`src/rtl/mult_div_unit_pkg.sv`:
```
// Shared encodings for the iterative multiply/divide unit: op codes, FSM states, counter sizing.
// Pure declarations; no logic, no latency, no backpressure.
package mult_div_unit_pkg;

  typedef enum logic [1:0] {
    MDU_MULT  = 2'b00,
    MDU_MULTU = 2'b01,
    MDU_DIV   = 2'b10,
    MDU_DIVU  = 2'b11
  } mdu_op_e;

  typedef enum logic [1:0] {
    S_IDLE  = 2'b00,
    S_CALC  = 2'b01,
    S_FIXUP = 2'b10
  } mdu_state_e;

  // The step counter must hold WIDTH itself, so it needs one bit beyond log2.
  function automatic int cnt_width(input int w);
    return $clog2(w) + 1;
  endfunction

endpackage

```
`src/rtl/mult_div_unit_if.sv`:
```
// Issue/result bundle between the EX stage and the multiply/divide unit.
// No storage; the unit is the slave, the issuing stage is the master.
interface mult_div_unit_if #(
  parameter int WIDTH = 32
);
  logic             start;
  logic [1:0]       op;
  logic [WIDTH-1:0] a;
  logic [WIDTH-1:0] b;
  logic             mthi;
  logic             mtlo;
  logic [WIDTH-1:0] wdata;
  logic             busy;
  logic             done;
  logic             dz;
  logic [WIDTH-1:0] hi;
  logic [WIDTH-1:0] lo;

  modport master (
    output start, op, a, b, mthi, mtlo, wdata,
    input  busy, done, dz, hi, lo
  );

  modport slave (
    input  start, op, a, b, mthi, mtlo, wdata,
    output busy, done, dz, hi, lo
  );
endinterface

```
`src/rtl/mult_div_unit_negate.sv`:
```
// Conditional two's-complement negation, used for operand magnitudes and result sign fixup.
// Purely combinational: zero latency, no backpressure.
module mdu_negate #(
  parameter int WIDTH = 32
) (
  input  logic [WIDTH-1:0] in,
  input  logic             neg,
  output logic [WIDTH-1:0] out
);

  assign out = neg ? ((~in) + WIDTH'(1)) : in;

endmodule

```
`src/rtl/mult_div_unit.sv`:
```
// Iterative radix-2 MULT/MULTU/DIV/DIVU into HI/LO, plus MTHI/MTLO writes; result WIDTH+2 edges after start.
// No backpressure: start/mthi/mtlo are ignored while busy, the hazard logic stalls on busy instead.
module mult_div_unit
  import mult_div_unit_pkg::*;
#(
  parameter int WIDTH = 32
) (
  input logic            clk,
  input logic            rst_n,
  mult_div_unit_if.slave bus
);

  localparam int CW = cnt_width(WIDTH);

  mdu_state_e       state_q, state_d;
  mdu_op_e          op_q;
  logic [CW-1:0]    count_q;
  logic [WIDTH-1:0] a_q, opnd_q, acc_hi_q, acc_lo_q, hi_q, lo_q;
  logic             neg_res_q, neg_rem_q, done_q, dz_q;

  mdu_op_e          op_in;
  logic             in_signed, in_mult, sa, sb;
  logic [WIDTH-1:0] a_abs, b_abs;

  assign op_in     = mdu_op_e'(bus.op);
  assign in_signed = (op_in == MDU_MULT) || (op_in == MDU_DIV);
  assign in_mult   = (op_in == MDU_MULT) || (op_in == MDU_MULTU);
  assign sa        = in_signed & bus.a[WIDTH-1];
  assign sb        = in_signed & bus.b[WIDTH-1];

  mdu_negate #(.WIDTH(WIDTH)) u_abs_a (.in(bus.a), .neg(sa), .out(a_abs));
  mdu_negate #(.WIDTH(WIDTH)) u_abs_b (.in(bus.b), .neg(sb), .out(b_abs));

  logic             is_div, dz_now;
  logic [WIDTH:0]   add_sum, rem_sh, diff;
  logic [WIDTH-1:0] step_hi, step_lo;

  assign is_div = (op_q == MDU_DIV) || (op_q == MDU_DIVU);
  assign dz_now = is_div && (opnd_q == '0);

  // Mult shifts the product right through {acc_hi,acc_lo}; div shifts the dividend left out of acc_lo.
  always_comb begin
    add_sum = {1'b0, acc_hi_q} + (acc_lo_q[0] ? {1'b0, opnd_q} : '0);
    rem_sh  = {acc_hi_q, acc_lo_q[WIDTH-1]};
    diff    = rem_sh - {1'b0, opnd_q};
    step_hi = add_sum[WIDTH:1];
    step_lo = {add_sum[0], acc_lo_q[WIDTH-1:1]};
    if (is_div) begin
      step_hi = diff[WIDTH] ? rem_sh[WIDTH-1:0] : diff[WIDTH-1:0];
      step_lo = {acc_lo_q[WIDTH-2:0], ~diff[WIDTH]};
    end
  end

  logic [2*WIDTH-1:0] prod_fix;
  logic [WIDTH-1:0]   quo_fix, rem_fix, fin_hi, fin_lo;

  mdu_negate #(.WIDTH(2*WIDTH)) u_fix_prod (.in({acc_hi_q, acc_lo_q}), .neg(neg_res_q), .out(prod_fix));
  mdu_negate #(.WIDTH(WIDTH))   u_fix_quo  (.in(acc_lo_q), .neg(neg_res_q), .out(quo_fix));
  mdu_negate #(.WIDTH(WIDTH))   u_fix_rem  (.in(acc_hi_q), .neg(neg_rem_q), .out(rem_fix));

  always_comb begin
    fin_hi = prod_fix[2*WIDTH-1:WIDTH];
    fin_lo = prod_fix[WIDTH-1:0];
    if (dz_now) begin
      fin_hi = a_q;
      fin_lo = '1;
    end else if (is_div) begin
      fin_hi = rem_fix;
      fin_lo = quo_fix;
    end
  end

  always_comb begin
    state_d = state_q;
    case (state_q)
      S_IDLE:  if (bus.start) state_d = S_CALC;
      S_CALC:  if (count_q == '0) state_d = S_FIXUP;
      S_FIXUP: state_d = S_IDLE;
      default: state_d = S_IDLE;
    endcase
  end

  always_ff @(posedge clk or negedge rst_n) begin
    if (!rst_n) state_q <= S_IDLE;
    else        state_q <= state_d;
  end

  always_ff @(posedge clk or negedge rst_n) begin
    if (!rst_n) begin
      op_q      <= MDU_MULT;
      count_q   <= '0;
      a_q       <= '0;
      opnd_q    <= '0;
      acc_hi_q  <= '0;
      acc_lo_q  <= '0;
      neg_res_q <= 1'b0;
      neg_rem_q <= 1'b0;
      hi_q      <= '0;
      lo_q      <= '0;
      done_q    <= 1'b0;
      dz_q      <= 1'b0;
    end else begin
      done_q <= 1'b0;
      dz_q   <= 1'b0;
      case (state_q)
        S_IDLE: begin
          if (bus.start) begin
            op_q      <= op_in;
            a_q       <= bus.a;
            opnd_q    <= in_mult ? a_abs : b_abs;
            acc_hi_q  <= '0;
            acc_lo_q  <= in_mult ? b_abs : a_abs;
            count_q   <= CW'(WIDTH);
            neg_res_q <= sa ^ sb;
            neg_rem_q <= sa;
          end else begin
            if (bus.mthi) hi_q <= bus.wdata;
            if (bus.mtlo) lo_q <= bus.wdata;
          end
        end
        S_CALC: begin
          if (count_q != '0) begin
            acc_hi_q <= step_hi;
            acc_lo_q <= step_lo;
            count_q  <= count_q - CW'(1);
          end
        end
        S_FIXUP: begin
          hi_q   <= fin_hi;
          lo_q   <= fin_lo;
          done_q <= 1'b1;
          dz_q   <= dz_now;
        end
        default: ;
      endcase
    end
  end

  assign bus.busy = (state_q != S_IDLE);
  assign bus.done = done_q;
  assign bus.dz   = dz_q;
  assign bus.hi   = hi_q;
  assign bus.lo   = lo_q;

endmodule

```
`src/flat_wrapper.sv`:
```
// flat-port wrapper written by rule: the top's interface ports become plain ports
module mult_div_unit_flat import mult_div_unit_pkg::*;
#(
  parameter int WIDTH = 32
)
  (clk, rst_n, bus_start, bus_op, bus_a, bus_b, bus_mthi, bus_mtlo, bus_wdata, bus_busy, bus_done, bus_dz, bus_hi, bus_lo);
  mult_div_unit_if #(.WIDTH(WIDTH)) bus_i ();
  input logic clk;
  input logic rst_n;
  input wire logic [$bits(bus_i.start)-1:0] bus_start;
  input wire logic [$bits(bus_i.op)-1:0] bus_op;
  input wire logic [$bits(bus_i.a)-1:0] bus_a;
  input wire logic [$bits(bus_i.b)-1:0] bus_b;
  input wire logic [$bits(bus_i.mthi)-1:0] bus_mthi;
  input wire logic [$bits(bus_i.mtlo)-1:0] bus_mtlo;
  input wire logic [$bits(bus_i.wdata)-1:0] bus_wdata;
  output wire logic [$bits(bus_i.busy)-1:0] bus_busy;
  output wire logic [$bits(bus_i.done)-1:0] bus_done;
  output wire logic [$bits(bus_i.dz)-1:0] bus_dz;
  output wire logic [$bits(bus_i.hi)-1:0] bus_hi;
  output wire logic [$bits(bus_i.lo)-1:0] bus_lo;
  assign bus_i.start = bus_start;
  assign bus_i.op = bus_op;
  assign bus_i.a = bus_a;
  assign bus_i.b = bus_b;
  assign bus_i.mthi = bus_mthi;
  assign bus_i.mtlo = bus_mtlo;
  assign bus_i.wdata = bus_wdata;
  assign bus_busy = bus_i.busy;
  assign bus_done = bus_i.done;
  assign bus_dz = bus_i.dz;
  assign bus_hi = bus_i.hi;
  assign bus_lo = bus_i.lo;
  mult_div_unit #(.WIDTH(WIDTH)) u_core (.clk(clk), .rst_n(rst_n), .bus(bus_i));
endmodule
```
`config.mk`:
```
export PLATFORM = sky130hd
export DESIGN_NAME = mult_div_unit_flat
export DESIGN_NICKNAME = d
export VERILOG_FILES = /design/src/rtl/mult_div_unit_pkg.sv /design/src/rtl/mult_div_unit_if.sv /design/src/rtl/mult_div_unit_negate.sv /design/src/rtl/mult_div_unit.sv /design/src/flat_wrapper.sv
export SDC_FILE = /design/constraint.sdc
export NUM_CORES = 1
export LEC_CHECK = 0
export CAP_MARGIN = 20
export CORE_UTILIZATION = 60
export CTS_CLUSTER_DIAMETER = 100
export CTS_CLUSTER_SIZE = 8
export DETAILED_ROUTE_END_ITERATION = 10
export PLACE_DENSITY = 0.84
export SLEW_MARGIN = 10
export SYNTH_ARGS = -nofsm -noshare
export SYNTH_HDL_FRONTEND = slang
export SYNTH_HIERARCHICAL = 1
export SYNTH_SLANG_ARGS = --single-unit
```
`constraint.sdc`:
```
create_clock -name clk -period 4.15 [get_ports clk]
set_input_delay 0.83 -clock clk [delete_from_list [all_inputs] [get_ports clk]]
set_output_delay 0.83 -clock clk [all_outputs]
set_load 0.01 [all_outputs]
```
==> metrics.txt <==
# H-tree levels 1; Worst-Margin Slew approximately 1.1 ns; via count 19,400; Final Max Slew Viols 0; Layout Skew 0.0181 ns; Post-synth EDFFs 0; Synth Instances 2,350; TritonCTS Sinks around 210; status finished clean; root buf cell clkbuf_16; Seq cells post-synth 205; reg-to-reg setup timing slack around 0.41 ns; Layout Nets 2,648; DRC violations left 0; Crit. End Element flip-flop; Final Setup Violations 0; crit path kind flip-flop to flip-flop; min Tclk post-route 3.74 ns; TNS Setup 0 ns; layout cell share with drive strength beyond 1 0.0918; ys flop type dfrtp_1; largest net degree at the start of global routing 98; RSZ-0062 raised after global routing false; top cells by area, synth dfrtp_1, xnor2_1, mux2i_1; Slew headroom 0.260; utilization after layout 0.703; clock buffer depth 3; post-CTS setup buffers 0; CTS tree yes; DR WL/cell about 24 µm; PortBufs 169; GP Congestion roughly 1; placement row count between 60 and 70; post-CTS sizing 0; cts hold-fix bufs 0; post-synth net total 2,526; Leak 9.01 nW; WP data arrival roughly 4.2 ns; Overall Power 20.0 mW; WL final 67,600 µm; initial antenna violation count 1; most frequent cell after synthesis nand2_1; wire length of the first global-routing pass 104,000 µm; post-synth top area cell dfrtp_1; Final HPWL DP 50,900 µm; pwr dens 898 nW/µm²; Hold/Removal Path Class primary input to asynchronous set/reset pin; CP Max Fanout 11; die height 181 µm; # IOs 170; Worst EP required 4.59 ns; Post-synth top cells nand2_1, xnor2_1, o21ai_0; MaxCap Viol Count 0; Setup crit start kind flip-flop; antenna-violating nets left 0; Synth Cell Area between 15,000 and 20,000 µm²; post-synthesis cell type count between 80 and 90; vias in the first global route 18,200; worst vdd ir 0.537 mV; post-synthesis sequential area ratio 0.266; area grow syn2layout 15.2%; GRT overflow 0; final hold violations 0; Fill cells ~2,500; clock-pin slew on the worst setup and hold paths about 0.060 ns; core area about 32,000 µm²; Final Cycle Share 0.901; ys async rst share 1.00; via/cell ratio 6.74; fmax 0.267 GHz; top-area cell type share of the netlist area 0.266; die area 32,900 µm²; initial DRC count 2,399; Total Routing Usage GR 0.406; Die Wd 181 µm; TritonCTS Buffers 29; n_diodes 0; latest clock arrival within the worst-skew pair 0.56 ns; yosys warns 6; syn_area_per_cell 8.22 µm²; DRT Pass-1 Iters 6; starting density of the core 0.610
## sequential cells by signal (all words and copies together) (netlist names)
register          count
u_core/bus.hi        32
u_core/op_q           1
u_core/acc_lo_q      32
u_core/neg_res_q      1
u_core/acc_hi_q      32
u_core/bus.dz         1
u_core/neg_rem_q      1
u_core/bus.done       1
u_core/bus.lo        32
u_core/state_q        2
u_core/opnd_q        32
u_core/count_q        6
u_core/a_q           32
## area by class of cell
| type | count | area (µm²) | area share |
|---|---|---|---|
| clock buffers | 31 | 733 | 0.0330 |
| repair buffers | 229 | 2200 | 0.0991 |
| well taps | 402 | 503 | 0.0226 |
| multi-input cells | 1933 | 13400 | 0.601 |
| inverters | 74 | 278 | 0.0125 |
| clock inverters | 2 | 13.8 | 0.000619 |
| flip-flops and latches | 205 | 5130 | 0.231 |
## per-stage QoR
step	setup WS, ns	std cells	hold WS [ns]	cell area (µm²)
2_1_floorplan	0.947	2350	0.446	19300
6_report	0.410	2876	0.335	22200
3_3_place_gp	0.559	2843	0.462	21500
5_1_grt	0.181	2876	0.443	22200
3_5_place_dp	0.523	2843	0.465	21500
4_1_cts	0.488	2876	0.407	22200
## where the power goes
group | switching (mW) | internal [mW] | leakage, nW
Sequential | 1.73 | 2.99 | 2.49
Clock | 0.874 | 1.22 | 0.368
Combinational | 7.46 | 5.69 | 6.16
Total | 10.1 | 9.91 | 9.01
## cell families after synthesis
family | count (synthesis) | synth area share
buffers and inverters | 212 | 0.0446
multiplexers | 181 | 0.0958
AND/OR/NAND/NOR | 723 | 0.198
flip-flops | 205 | 0.266
XOR/XNOR | 241 | 0.109
AO/OA/AOI/OAI | 715 | 0.239
adder cells (fa/ha/maj) | 73 | 0.0481
## path summary, 6_finish.rpt
| kind | depth (start not counted) | start | to |
|---|---|---|---|
| setup / recovery | 14 | u_core/acc_lo_q[31]$_DFFE_PN0P_ | u_core/acc_hi_q[24]$_DFFE_PN0P_ |
| hold / removal | 1 | rst_n | u_core/bus.lo[20]$_DFFE_PN0P_ |
| setup reg to reg | 14 | u_core/acc_lo_q[31]$_DFFE_PN0P_ | u_core/acc_hi_q[24]$_DFFE_PN0P_ |
| hold reg to reg | 2 | u_core/bus.lo[31]$_DFFE_PN0P_ | u_core/bus.lo[31]$_DFFE_PN0P_ |
| max in group asynchronous | 2 | rst_n | u_core/op_q[1]$_DFFE_PN0P_ |
| min in group clk | 2 | u_core/bus.lo[31]$_DFFE_PN0P_ | u_core/bus.lo[31]$_DFFE_PN0P_ |
## placed cells by master (no fill, tap or decap), types with 20 or more instances in the layout
master	count
xnor2_1	222
o21ai_1	25
o21ai_0	211
buf_4	55
mux2_2	31
nand4_1	23
a211oi_1	37
nor4_1	22
nand2b_1	24
o41ai_1	29
nor2_1	105
ha_1	71
inv_1	74
o31ai_1	57
clkdlybuf4s50_1	167
and2_1	39
nand3_1	27
nand2_1	331
nor3_1	24
o41ai_2	20
mux2i_1	150
clkbuf_16	29
dfrtp_1	203
a21o_1	29
a21oi_1	198
## worst max-delay path, stage by stage, from the launching register on
cell and delay, ns:
dfrtp_1 0.51, inv_1 0.12, ha_1 0.23, fa_1 0.38
nand2b_1 0.20, a21oi_1 0.21, o21a_1 0.21, or3_1 0.17
a21oi_2 0.08, o31ai_2 0.40, xor2_4 0.31, buf_4 0.27
mux2i_1 0.21, mux2i_1 0.11, a22o_1 0.21
## layer usage
metal | global-route usage | up-vias | routed length [µm]
met5 | 0 | - | 11
met4 | 0.174 | 2 | 3260
met3 | 0.0818 | 215 | 7510
met2 | 0.629 | 1183 | 29900
met1 | 0.550 | 9246 | 26900
li1 | - | 8727 | -
Power figures use the tool's default switching activity.
